==> src/rtl/tap_controller.sv <==
// IEEE 1149.1 TAP controller with a 4-bit instruction register.
// Decodes IR into one-hot selects and muxes serial data onto TDO.
module tap_controller #(
    parameter int             IR_W        = 4,
    parameter logic [IR_W-1:0] OP_EXTEST   = 4'h0,
    parameter logic [IR_W-1:0] OP_SAMPLE   = 4'h1,
    parameter logic [IR_W-1:0] OP_IDCODE   = 4'h2,
    parameter logic [IR_W-1:0] OP_INTEST   = 4'h3,
    parameter logic [IR_W-1:0] OP_USERCODE = 4'h4,
    parameter logic [IR_W-1:0] OP_RUNBIST  = 4'h5,
    parameter logic [IR_W-1:0] IR_CAPT     = 4'b0101
) (
    input  logic       TCK,
    input  logic       RESET,
    input  logic       TMS,
    input  logic       TDI,
    input  logic       ID_REG_TDO,
    input  logic       BSR_TDO,
    output logic       TDO,
    output logic       TDO_EN,
    output logic       CAPTUREDR,
    output logic       SHIFTDR,
    output logic       UPDATEDR,
    output logic       IDCODE_SELECT,
    output logic       SAMPLE_SELECT,
    output logic       EXTEST_SELECT,
    output logic       INTEST_SELECT,
    output logic       USERCODE_SELECT,
    output logic       RUNBIST_SELECT,
    output logic       BYPASS_SELECT,
    output logic       BIST_START,
    output logic [3:0] TAP_STATE
);

    typedef enum logic [3:0] {
        EX2DR = 4'h0,
        EX1DR = 4'h1,
        SHDR  = 4'h2,
        PAUDR = 4'h3,
        SELIR = 4'h4,
        UPDDR = 4'h5,
        CAPDR = 4'h6,
        SELDR = 4'h7,
        EX2IR = 4'h8,
        EX1IR = 4'h9,
        SHIR  = 4'hA,
        PAUIR = 4'hB,
        RTI   = 4'hC,
        UPDIR = 4'hD,
        CAPIR = 4'hE,
        TLR   = 4'hF
    } state_t;

    state_t            state_q;
    state_t            state_d;
    logic [IR_W-1:0]   ir_q;
    logic [IR_W-1:0]   ir_d;
    logic [IR_W-1:0]   ir_sr_q;
    logic              bypass_q;
    logic              bist_q;
    logic              tdo_ir_q;
    logic              tdo_byp_q;
    logic              in_upd;

    always_comb begin
        state_d = state_q;
        unique case (state_q)
            TLR:   state_d = TMS ? TLR   : RTI;
            RTI:   state_d = TMS ? SELDR : RTI;
            SELDR: state_d = TMS ? SELIR : CAPDR;
            SELIR: state_d = TMS ? TLR   : CAPIR;
            CAPDR: state_d = TMS ? EX1DR : SHDR;
            SHDR:  state_d = TMS ? EX1DR : SHDR;
            EX1DR: state_d = TMS ? UPDDR : PAUDR;
            PAUDR: state_d = TMS ? EX2DR : PAUDR;
            EX2DR: state_d = TMS ? UPDDR : SHDR;
            UPDDR: state_d = TMS ? SELDR : RTI;
            CAPIR: state_d = TMS ? EX1IR : SHIR;
            SHIR:  state_d = TMS ? EX1IR : SHIR;
            EX1IR: state_d = TMS ? UPDIR : PAUIR;
            PAUIR: state_d = TMS ? EX2IR : PAUIR;
            EX2IR: state_d = TMS ? UPDIR : SHIR;
            UPDIR: state_d = TMS ? SELDR : RTI;
            default: state_d = TLR;
        endcase
    end

    // IR value after this edge; BIST_START keys off it so the pulse
    // lines up with the newly selected instruction.
    always_comb begin
        ir_d = ir_q;
        if (state_q == UPDIR) ir_d = ir_sr_q;
        if (state_q == TLR)   ir_d = OP_IDCODE;
    end

    assign in_upd = (state_q == UPDIR) || (state_q == UPDDR);

    always_ff @(posedge TCK) begin
        if (RESET) begin
            state_q  <= TLR;
            ir_q     <= OP_IDCODE;
            ir_sr_q  <= '0;
            bypass_q <= 1'b0;
            bist_q   <= 1'b0;
        end else begin
            state_q <= state_d;
            ir_q    <= ir_d;
            bist_q  <= in_upd && (state_d == RTI) &&
                       (ir_d == OP_RUNBIST);
            if (state_q == CAPIR)
                ir_sr_q <= IR_CAPT;
            else if (state_q == SHIR)
                ir_sr_q <= {TDI, ir_sr_q[IR_W-1:1]};
            if (state_q == CAPDR)
                bypass_q <= 1'b0;
            else if (state_q == SHDR && BYPASS_SELECT)
                bypass_q <= TDI;
        end
    end

    // Half-cycle retiming to line up with dr's negedge TDO.
    always_ff @(negedge TCK) begin
        tdo_ir_q  <= ir_sr_q[0];
        tdo_byp_q <= bypass_q;
    end

    always_comb begin
        EXTEST_SELECT   = 1'b0;
        SAMPLE_SELECT   = 1'b0;
        IDCODE_SELECT   = 1'b0;
        INTEST_SELECT   = 1'b0;
        USERCODE_SELECT = 1'b0;
        RUNBIST_SELECT  = 1'b0;
        BYPASS_SELECT   = 1'b0;
        unique case (1'b1)
            (ir_q == OP_EXTEST):   EXTEST_SELECT   = 1'b1;
            (ir_q == OP_SAMPLE):   SAMPLE_SELECT   = 1'b1;
            (ir_q == OP_IDCODE):   IDCODE_SELECT   = 1'b1;
            (ir_q == OP_INTEST):   INTEST_SELECT   = 1'b1;
            (ir_q == OP_USERCODE): USERCODE_SELECT = 1'b1;
            (ir_q == OP_RUNBIST):  RUNBIST_SELECT  = 1'b1;
            default:               BYPASS_SELECT   = 1'b1;
        endcase
    end

    always_comb begin
        TDO    = 1'b0;
        TDO_EN = 1'b0;
        if (state_q == SHIR) begin
            TDO    = tdo_ir_q;
            TDO_EN = 1'b1;
        end else if (state_q == SHDR) begin
            TDO_EN = 1'b1;
            if (IDCODE_SELECT)
                TDO = ID_REG_TDO;
            else if (BYPASS_SELECT)
                TDO = tdo_byp_q;
            else
                TDO = BSR_TDO;
        end
    end

    assign CAPTUREDR  = (state_q == CAPDR);
    assign SHIFTDR    = (state_q == SHDR);
    assign UPDATEDR   = (state_q == UPDDR);
    assign BIST_START = bist_q;
    assign TAP_STATE  = state_q;

endmodule

==> config.mk <==
export PLATFORM = sky130hd
export DESIGN_NAME = tap_controller
export DESIGN_NICKNAME = d
export VERILOG_FILES = /design/src/rtl/tap_controller.sv
export SDC_FILE = /design/constraint.sdc
export NUM_CORES = 1
export LEC_CHECK = 0
export ABC_AREA = 0
export CORE_MARGIN = 2
export CORE_UTILIZATION = 45
export DETAILED_ROUTE_END_ITERATION = 6
export DONT_BUFFER_PORTS = 1
export PLACE_DENSITY = 0.6
export SYNTH_ARGS = -nofsm -noshare
export SYNTH_HDL_FRONTEND = slang
export SYNTH_SLANG_ARGS = --single-unit
==> constraint.sdc <==
create_clock -name TCK -period 2 [get_ports TCK]
set_clock_uncertainty 0.2 [all_clocks]
set_input_delay 0.2 -clock TCK [delete_from_list [all_inputs] [get_ports TCK]]
set_output_delay 0.2 -clock TCK [all_outputs]
set_load 0.01 [all_outputs]
==> impl_results.md, run 1 <==
- Root Driver: clkbuf_4
- GR Util All Layers: 18.7%
- CTS tree: built
- Yosys cell types: 33
- Pleak: 0.351 nW
- Mux cell area share after synthesis: 1.82%
- Drt total wl: 1.82 mm
- Synth async-reset ratio: 0%
- R2r setup slk: 310 ps
- Req. time, crit path: 1600 ps
- Crit path max fanout: 1
- Setup bufs post-CTS: 0
- Initial core utilization: 47.9%
- Vias per cell: 5.55
- Pwr dens: 766 mW/mm2
- First-pass GRT wire length: 2.84 mm
- Slew headroom: 65.6%
- Warnings, synthesis: 0
- Cells after Synth: 106
- Hold-critical path depth: 2
- Top cells by area, synth: dfxtp_1 39%, nor3_1 6.1%, a21oi_1 5.4%
- Gpl congestion: 0.798
- Number of nets in the layout: 119
- Crit path DAT: 2130 ps
- Register bit total from synthesis: 16
- Drc violations: 0
- Area growth syn-to-layout: 13.9%
- Multi-input gate area: 464 um2
- Core area: 0.00173 mm2
- Die Area: 0.00220 mm2
- Hold_sp: TMS
- CP Launch Point: tdo_byp_q$_DFF_N_
- Layout cells sized above 1: 16.1%
- Pwr Total: 0.000722 W
- Reg2reg start: TAP_STATE[0]$_SDFF_PP1_
- Layout fillers: 175
- DP Cell Count: 129
- Die extent in y: 46.9 um
- Detail Placement HPWL: 1.30 mm
- CP Capture Type: output port
- Post-route ant nets: 0
- R2R Path End: BIST_START$_SDFF_PP0_
- Chip Width: 46.9 um
- Violations in the final reports: negative setup slack
- Total CTS buffers: 3
- Total I/O pin count: 23
- Yosys top cell by area: dfxtp_1
- Ant. Diodes: 0
- Cell count of the worst reg-to-reg path: 4
- Share of the synthesized area in the top cell type: 38.7%
- Synth Flop Type: dfxtp_1
- Longest Clk Path Bufs: 2
- Worst-path clk slew: 100 ps
- Total grt overflow: 0
- IO buf count: 0
- Largest family of logic cells by synthesized area: simple AND/OR/NAND/NOR gates
- Post-Synthesis Cell Area: 827 um2
- Setup ws final: -530 ps
- Final Hold Viols: 0
- Avg WL per Cell: 13.3 um
- Synth Area in Adders: 0%
- H-tree depth: 1
- Max_cap viols: 0
- DR iter-0 viols: 15
- Largest net degree at the start of global routing: 14
- Core Rows: 15
- Clock latency at the later pin of the worst-skew pair: 290 ps
- Seq. cell area: 322 um2
- RSZ-0062 raised after global routing: true
- Compound-cell area share of the yosys netlist: 18.5%
- DR pass1 iterations: 4
- Xor/xnor share of the synthesized area: 0%
- Final Max Tran Viols: 0
- Hold EP: TAP_STATE[0]$_SDFF_PP1_
- VDD IR-drop max: 0.000385 V
- TritonCTS Sinks: 16
- Final setup viols: 1
- Post-synth EDFFs: 0
- Synth Area in Simple Gates: 34.0%
- Post-Place Worst Slack: -198 ps
- Sequential element share of the synthesized area: 38.7%
- Worst setup SP type: flop
- Syn Nets: 112
- Syn_area_per_cell: 7.80 um2
- WS Path Type: flop to output port
- Vias in the first global route: 615
- Initial antenna violation count: 0
- Hold crit path type: input port to flop
- Status: complete, but fails checks
- Worst-Margin Slew: 511 ps
- Via count: 760
- Non-filler cells, final: 137
[cell type report]
| type | count | share of cell area [%] |
|---|---|---|
| Multi-Input combinational cell | 77 | 49.3 |
| Sequential cell | 16 | 34.1 |
| Timing Repair Buffer | 9 | 7.97 |
| Tap cell | 25 | 3.32 |
| Clock buffer | 3 | 2.39 |
| Inverter | 4 | 1.59 |
| Clock inverter | 3 | 1.33 |
[power breakdown]
group	switching (W)	internal (W)	leakage (nW)	total, W
logic	0.0000954	0.0000680	0.196	0.000163
clock network	0.000112	0.0000784	0.0245	0.000191
registers	0.0000281	0.000340	0.131	0.000368
total	0.000236	0.000486	0.351	0.000722
[registers in the layout, summed over array words and instances (netlist names)]
register,count
BIST_START,1
TAP_STATE,4
bypass_q,1
ir_q,4
ir_sr_q,4
tdo_byp_q,1
tdo_ir_q,1
[critical path, stage by stage, from the launching register on]
cell and delay [ps]:
dfxtp_2 310, inv_2 30, a21oi_2 140, o311ai_2 120
a21boi_2 190
[metrics by stage]
step / utilization [%] / cell area [um2] / hold WS [ps] / setup TNS, ps
final: 54.6 / 942 / 48.2 / -530
after global routing: 54.6 / 942 / 46.0 / -623
after CTS: 53.8 / 930 / 29.4 / -583
after detailed placement: 50.1 / 865 / 74.1 / -198
after global placement: 50.1 / 865 / 73.0 / -160
after floorplan: - / 827 / 75.7 / -133
[worst max path at each step]
stage,endpoint,cells past startpoint
global route,TDO,4
global placement,TDO,4
finish,TDO,4
CTS,TDO,4
floorplan,TDO,4
detailed placement,TDO,4
[synth_stat cells (2+ instances only)]
master and count:
dfxtp_1 16, a31oi_1 3, nor2_1 12, clkbuf_1 6, a211o_1 2, nor3b_1 4
a21oi_1 9, inv_1 5, a21o_1 2, o21ai_0 3, nor3_1 10, nand2b_1 4
nand2_1 10
[routing by layer]
layer	GRT usage [%]	up-vias	share of wire, %
met3	8.08	2	4.9
met5	0	-	0
met2	29.6	15	46
met1	22.8	352	48
met4	6.67	0	0.66
li1	-	391	-
[cells by family after synthesis]
logic type / count (synthesis)
buffers and inverters: 13
multiplexers: 1
AO/OA/AOI/OAI: 24
flip-flops: 16
AND/OR/NAND/NOR: 52
[placed cells by master (no fill, tap or decap), types with 2 or more instances in the layout]
cell           netlist  final
inv_1                5      5
clkbuf_4             0      3
nor2_1              12     12
a21o_1               2      2
nand2b_1             4      4
buf_4                0      6
nand2_1             10     10
o21ai_0              3      3
dlygate4sd3_1        0      3
a31oi_1              3      3
a211o_1              2      2
a21oi_1              9      8
nor3_1              10     10
dfxtp_1             16     15
nor3b_1              4      4
[what timing repair did]
item | in CTS | in global routing
endpoints found under the hold margin | 14 | 0
resized for setup | 1 | 4
pin swaps | 2 | 3
hold buffers | 3 | 0
endpoints found under the setup margin | 1 | 1
No activity file was read; power rests on OpenSTA's default activity.
==> inputs of run 2 (changes only) <==
- MAX_ROUTING_LAYER: not set -> met4
==> run 2 against run 1 <==
The run still ends with negative setup slack left. Final area stayed put. Wire length is 0.33% higher. Highest routed layer unchanged. Worst setup slack worse by 2.5 ps. Non-clock buffer count stayed put. Flip-flop and latch count stayed put. Clock-buffer cell count stayed put. Critical path type unchanged. Power is 0.26% higher. Critical path depth stayed put. Cell count stayed put. Critical endpoint unchanged.
==> impl_results.md, run 2 (synthesis results as in run 1) <==
- Chip Width: 46.9 um
- Pleak: 0.351 nW
- Total I/O pin count: 23
- Clock Power Share: 26.6%
- R2r setup slk: 310 ps
- CP Capture Type: output port
- Die extent in y: 46.9 um
- Largest net degree at the start of global routing: 14
- Max_cap viols: 0
- Pwr dens: 768 mW/mm2
- Hold crit path type: input port to flop
- Die Area: 0.00220 mm2
- Comb pwr share: 22.6%
- Dpl cell area: 865 um2
- NetSw: 0.000238 W
- Total grt overflow: 0
- Worst-Margin Slew: 511 ps
- Post-Place Worst Slack: -198 ps
- Root Driver: clkbuf_4
- H-tree depth: 1
- CP Launch Point: tdo_byp_q$_DFF_N_
- WS Path Type: flop to output port
- GR Util met3: 7.69%
- Req. time, crit path: 1600 ps
- CTS tree: built
- Reg2reg start: TAP_STATE[0]$_SDFF_PP1_
- Most common cell after layout, fill and taps aside: dfxtp_1
- Setup tns final: -532 ps
- Initial core utilization: 47.9%
- Number of nets in the layout: 119
- Sequential share of power: 50.8%
- Worst-path clk slew: 100 ps
- Setup bufs post-CTS: 0
- Status: complete, but fails checks
- Internal: 0.000486 W
- Initial antenna violation count: 0
- Post-route ant nets: 0
- Hold_sp: TMS
- Slew headroom: 65.6%
- Area growth syn-to-layout: 13.9%
- Final setup viols: 1
- Drt total wl: 1.82 mm
- Violations in the final reports: negative setup slack
- RSZ-0062 raised after global routing: true
- Vias in the first global route: 614
- First-pass GRT wire length: 2.85 mm
- GR Util All Layers: 19.3%
- Detail Placement HPWL: 1.30 mm
- Crit path max fanout: 1
- Post-route cell area: 942 um2
- Layout cells sized above 1: 16.1%
- Commonest non-fill, non-tap cells in the layout: 15 x dfxtp_1, 12 x nor2_1, 10 x nor3_1, 10 x nand2_1, 8 x a21oi_1
- Setup ws final: -532 ps
- Clock latency at the later pin of the worst-skew pair: 290 ps
- Met1 Use GR: 23.0%
- Worst setup SP type: flop
- Core Rows: 15
- Ant. Diodes: 0
- Final Hold Viols: 0
- Gpl congestion: 0.809
- Total CTS buffers: 3
- Drc violations: 0
- Core area: 0.00173 mm2
- Via count: 759
- Final Max Tran Viols: 0
- DR pass1 iterations: 4
- M2 GR Usage: 29.6%
- IO buf count: 0
- TritonCTS Sinks: 16
- Most crowded layer after global routing: met2
- Switching Fraction: 32.8%
- Vias per cell: 5.54
- Crit path DAT: 2130 ps
- DR iter-0 viols: 16
- Longest Clk Path Bufs: 2
- Avg WL per Cell: 13.3 um
- VDD IR-drop max: 0.000386 V
run 2: metal layers:
| metal | share of wire [%] | up-vias |
|---|---|---|
| met5 | 0 | - |
| met4 | 0.66 | 0 |
| met3 | 4.9 | 2 |
| met2 | 45 | 16 |
| met1 | 49 | 352 |
| li1 | - | 389 |
run 2: worst paths after layout:
kind	end	depth (start not counted)
max	TDO	4
min reg2reg	bypass_q$_SDFFE_PP0P_	2
min	TAP_STATE[0]$_SDFF_PP1_	2
max reg2reg	BIST_START$_SDFF_PP0_	4
run 2: critical path, cell delays in order (launching register included):
cell and delay [ps]:
dfxtp_2 310, inv_2 30, a21oi_2 140, o311ai_2 120, a21boi_2 190
run 2: through the flow:
step / hold slack, ps / utilization (%) / std cells / total power, W
floorplan: 75.7 / - / 106 / 0.000501
global placement: 73.0 / 50.1 / 129 / 0.000530
detailed placement: 74.1 / 50.1 / 129 / 0.000534
CTS: 29.4 / 53.8 / 137 / 0.000728
global route: 46.0 / 54.6 / 137 / 0.000770
finish: 45.1 / 54.6 / 137 / 0.000724
run 2: timing repair:
action	4_1_cts	5_1_grt
hold buffers	3	0
endpoints found under the hold margin	14	0
pin swaps	2	3
resized for setup	1	4
endpoints found under the setup margin	1	1
run 2: final cells by class:
type                            instances  area, um2
Inverter                                4       15.0
Timing Repair Buffer                    9       75.1
Multi-Input combinational cell         77        464
Clock buffer                            3       22.5
Fill cell                             175        785
Sequential cell                        16        322
Clock inverter                          3       12.5
Tap cell                               25       31.3
run 2: power by group through the flow:
| stage | Clock (W) | Combinational [W] | Sequential [W] |
|---|---|---|---|
| after floorplan | 0.00000940 | 0.000127 | 0.000364 |
| after global placement | 0.00000940 | 0.000146 | 0.000374 |
| after detailed placement | 0.00000940 | 0.000150 | 0.000375 |
| after CTS | 0.000200 | 0.000161 | 0.000368 |
| after global routing | 0.000215 | 0.000183 | 0.000372 |
| final | 0.000192 | 0.000164 | 0.000368 |
==> inputs of run 3 (changes only) <==
- GPL_ROUTABILITY_DRIVEN: not set -> 1
- RECOVER_POWER: not set -> 25
==> run 3 against run 2 <==
Global-route usage unchanged. Sequential power about the same. Clock-buffer cell count unchanged. Via count up 1.1%. Power down 1.5%. Final area down 1.7%. Worst setup slack better by 1.9 ps. Cell count unchanged. The run still ends with negative setup slack left. Worst hold slack worse by 0.52 ps. Largest power group unchanged. First-iteration DRC count up 13%.
==> impl_results.md, run 3 (synthesis results as in run 1) <==
- Commonest non-fill, non-tap cells in the layout: 15 x dfxtp_1, 12 x nor2_1, 10 x nor3_1, 10 x nand2_1, 8 x a21oi_1
- Layout cells sized above 1: 12.5%
- Vias in the first global route: 614
- Ant. Diodes: 0
- Detail Placement HPWL: 1.30 mm
- Initial antenna violation count: 0
- Worst-Margin Slew: 511 ps
- VDD IR-drop max: 0.000386 V
- Total grt overflow: 0
- Max_cap viols: 0
- IO buf count: 0
- Final Max Tran Viols: 0
- DR pass1 iterations: 4
- Initial core utilization: 47.9%
- Non-filler cells, final: 137
- Violations in the final reports: negative setup slack
- Root Driver: clkbuf_4
- Total I/O pin count: 23
- Drt total wl: 1.82 mm
- Crit path max fanout: 1
- Post-layout util: 53.6%
- Core area: 0.00173 mm2
- Clock latency at the later pin of the worst-skew pair: 290 ps
- DR iter-0 viols: 18
- Longest Clk Path Bufs: 2
- Area growth syn-to-layout: 12.0%
- Req. time, crit path: 1600 ps
- Pwr Total: 0.000713 W
- Final Hold Viols: 0
- CP Capture Type: output port
- GR Util All Layers: 19.3%
- Die Area: 0.00220 mm2
- DP Cell Count: 129
- Most common cell after layout, fill and taps aside: dfxtp_1
- Chip Width: 46.9 um
- Final setup viols: 2
- CTS tree: built
- Die extent in y: 46.9 um
- Largest net degree at the start of global routing: 14
- H-tree depth: 1
- Pleak: 0.338 nW
- Status: complete, but fails checks
- WS Path Type: flop to output port
- Vias per cell: 5.60
- TritonCTS Sinks: 16
- Worst setup SP type: flop
- Fin Hold WS: 44.5 ps
- Worst-path clk slew: 100 ps
- Setup ws final: -530 ps
- Hold crit path type: input port to flop
- RSZ-0062 raised after global routing: true
- Total CTS buffers: 3
- Via count: 767
- Core Rows: 15
- Pwr dens: 770 mW/mm2
- Post-route ant nets: 0
- First-pass GRT wire length: 2.85 mm
- Number of nets in the layout: 119
- Crit path DAT: 2130 ps
- Slew headroom: 65.6%
- Avg WL per Cell: 13.2 um
- Gpl congestion: 0.809
- Drc violations: 0
## run 3: cell count changes in the layout (fill, tap and decap cells not counted), sizes merged
cell / previous run / this run
buf: 6 / 3
clkbuf: 3 / 6
## run 3: metrics by stage
step	setup slack (ps)	instance area (um2)	TNS, ps
after floorplan	-133	827	-133
after global placement	-160	865	-160
after detailed placement	-198	865	-198
after CTS	-583	930	-583
after global routing	-623	926	-879
final	-530	926	-621
## run 3: per-layer routing
metal / part of all wire, % / vias to the layer above / track usage (%)
li1: - / 388 / -
met1: 47 / 357 / 23.0
met4: 0.66 / 0 / 6.67
met2: 46 / 20 / 29.6
met3: 6.2 / 2 / 7.69
met5: 0 / - / -
## run 3: path summary, 6_finish.rpt
path                      startpoint                 endpoint  slack [ps]  cells past startpoint
max reg2reg  TAP_STATE[0]$_SDFF_PP1_    BIST_START$_SDFF_PP0_         220                      4
min reg2reg    bypass_q$_SDFFE_PP0P_    bypass_q$_SDFFE_PP0P_         260                      2
min                              TMS  TAP_STATE[0]$_SDFF_PP1_          40                      2
max                tdo_byp_q$_DFF_N_                      TDO        -530                      4
## run 3: power by group
part	switching, W	leakage, nW	internal [W]	total (W)
Sequential	0.0000267	0.131	0.000340	0.000366
Combinational	0.0000957	0.182	0.0000607	0.000156
Clock	0.000112	0.0245	0.0000784	0.000190
## run 3: layout make-up
| class | instances | area, um2 |
|---|---|---|
| sequential | 16 | 322 |
| fill | 177 | 801 |
| clock buffer | 3 | 22.5 |
| tap | 25 | 31.3 |
| timing repair buffer | 9 | 63.8 |
| multi-input combinational | 77 | 459 |
| clock inverter | 3 | 12.5 |
| inverter | 4 | 15.0 |
## run 3: worst max-delay path, stage by stage (launching register included)
cell and delay [ps]:
dfxtp_2 310, inv_2 30, a21oi_2 140, o311ai_2 120
a21boi_2 190
## run 3: timing repair
item                                    in CTS  in global routing
hold buffers                                 3                  0
buffers inserted                             0                  0
endpoints found under the setup margin       1                  1
resized for setup                            1                  4
pin swaps                                    2                  3
endpoints found under the hold margin       14                  0
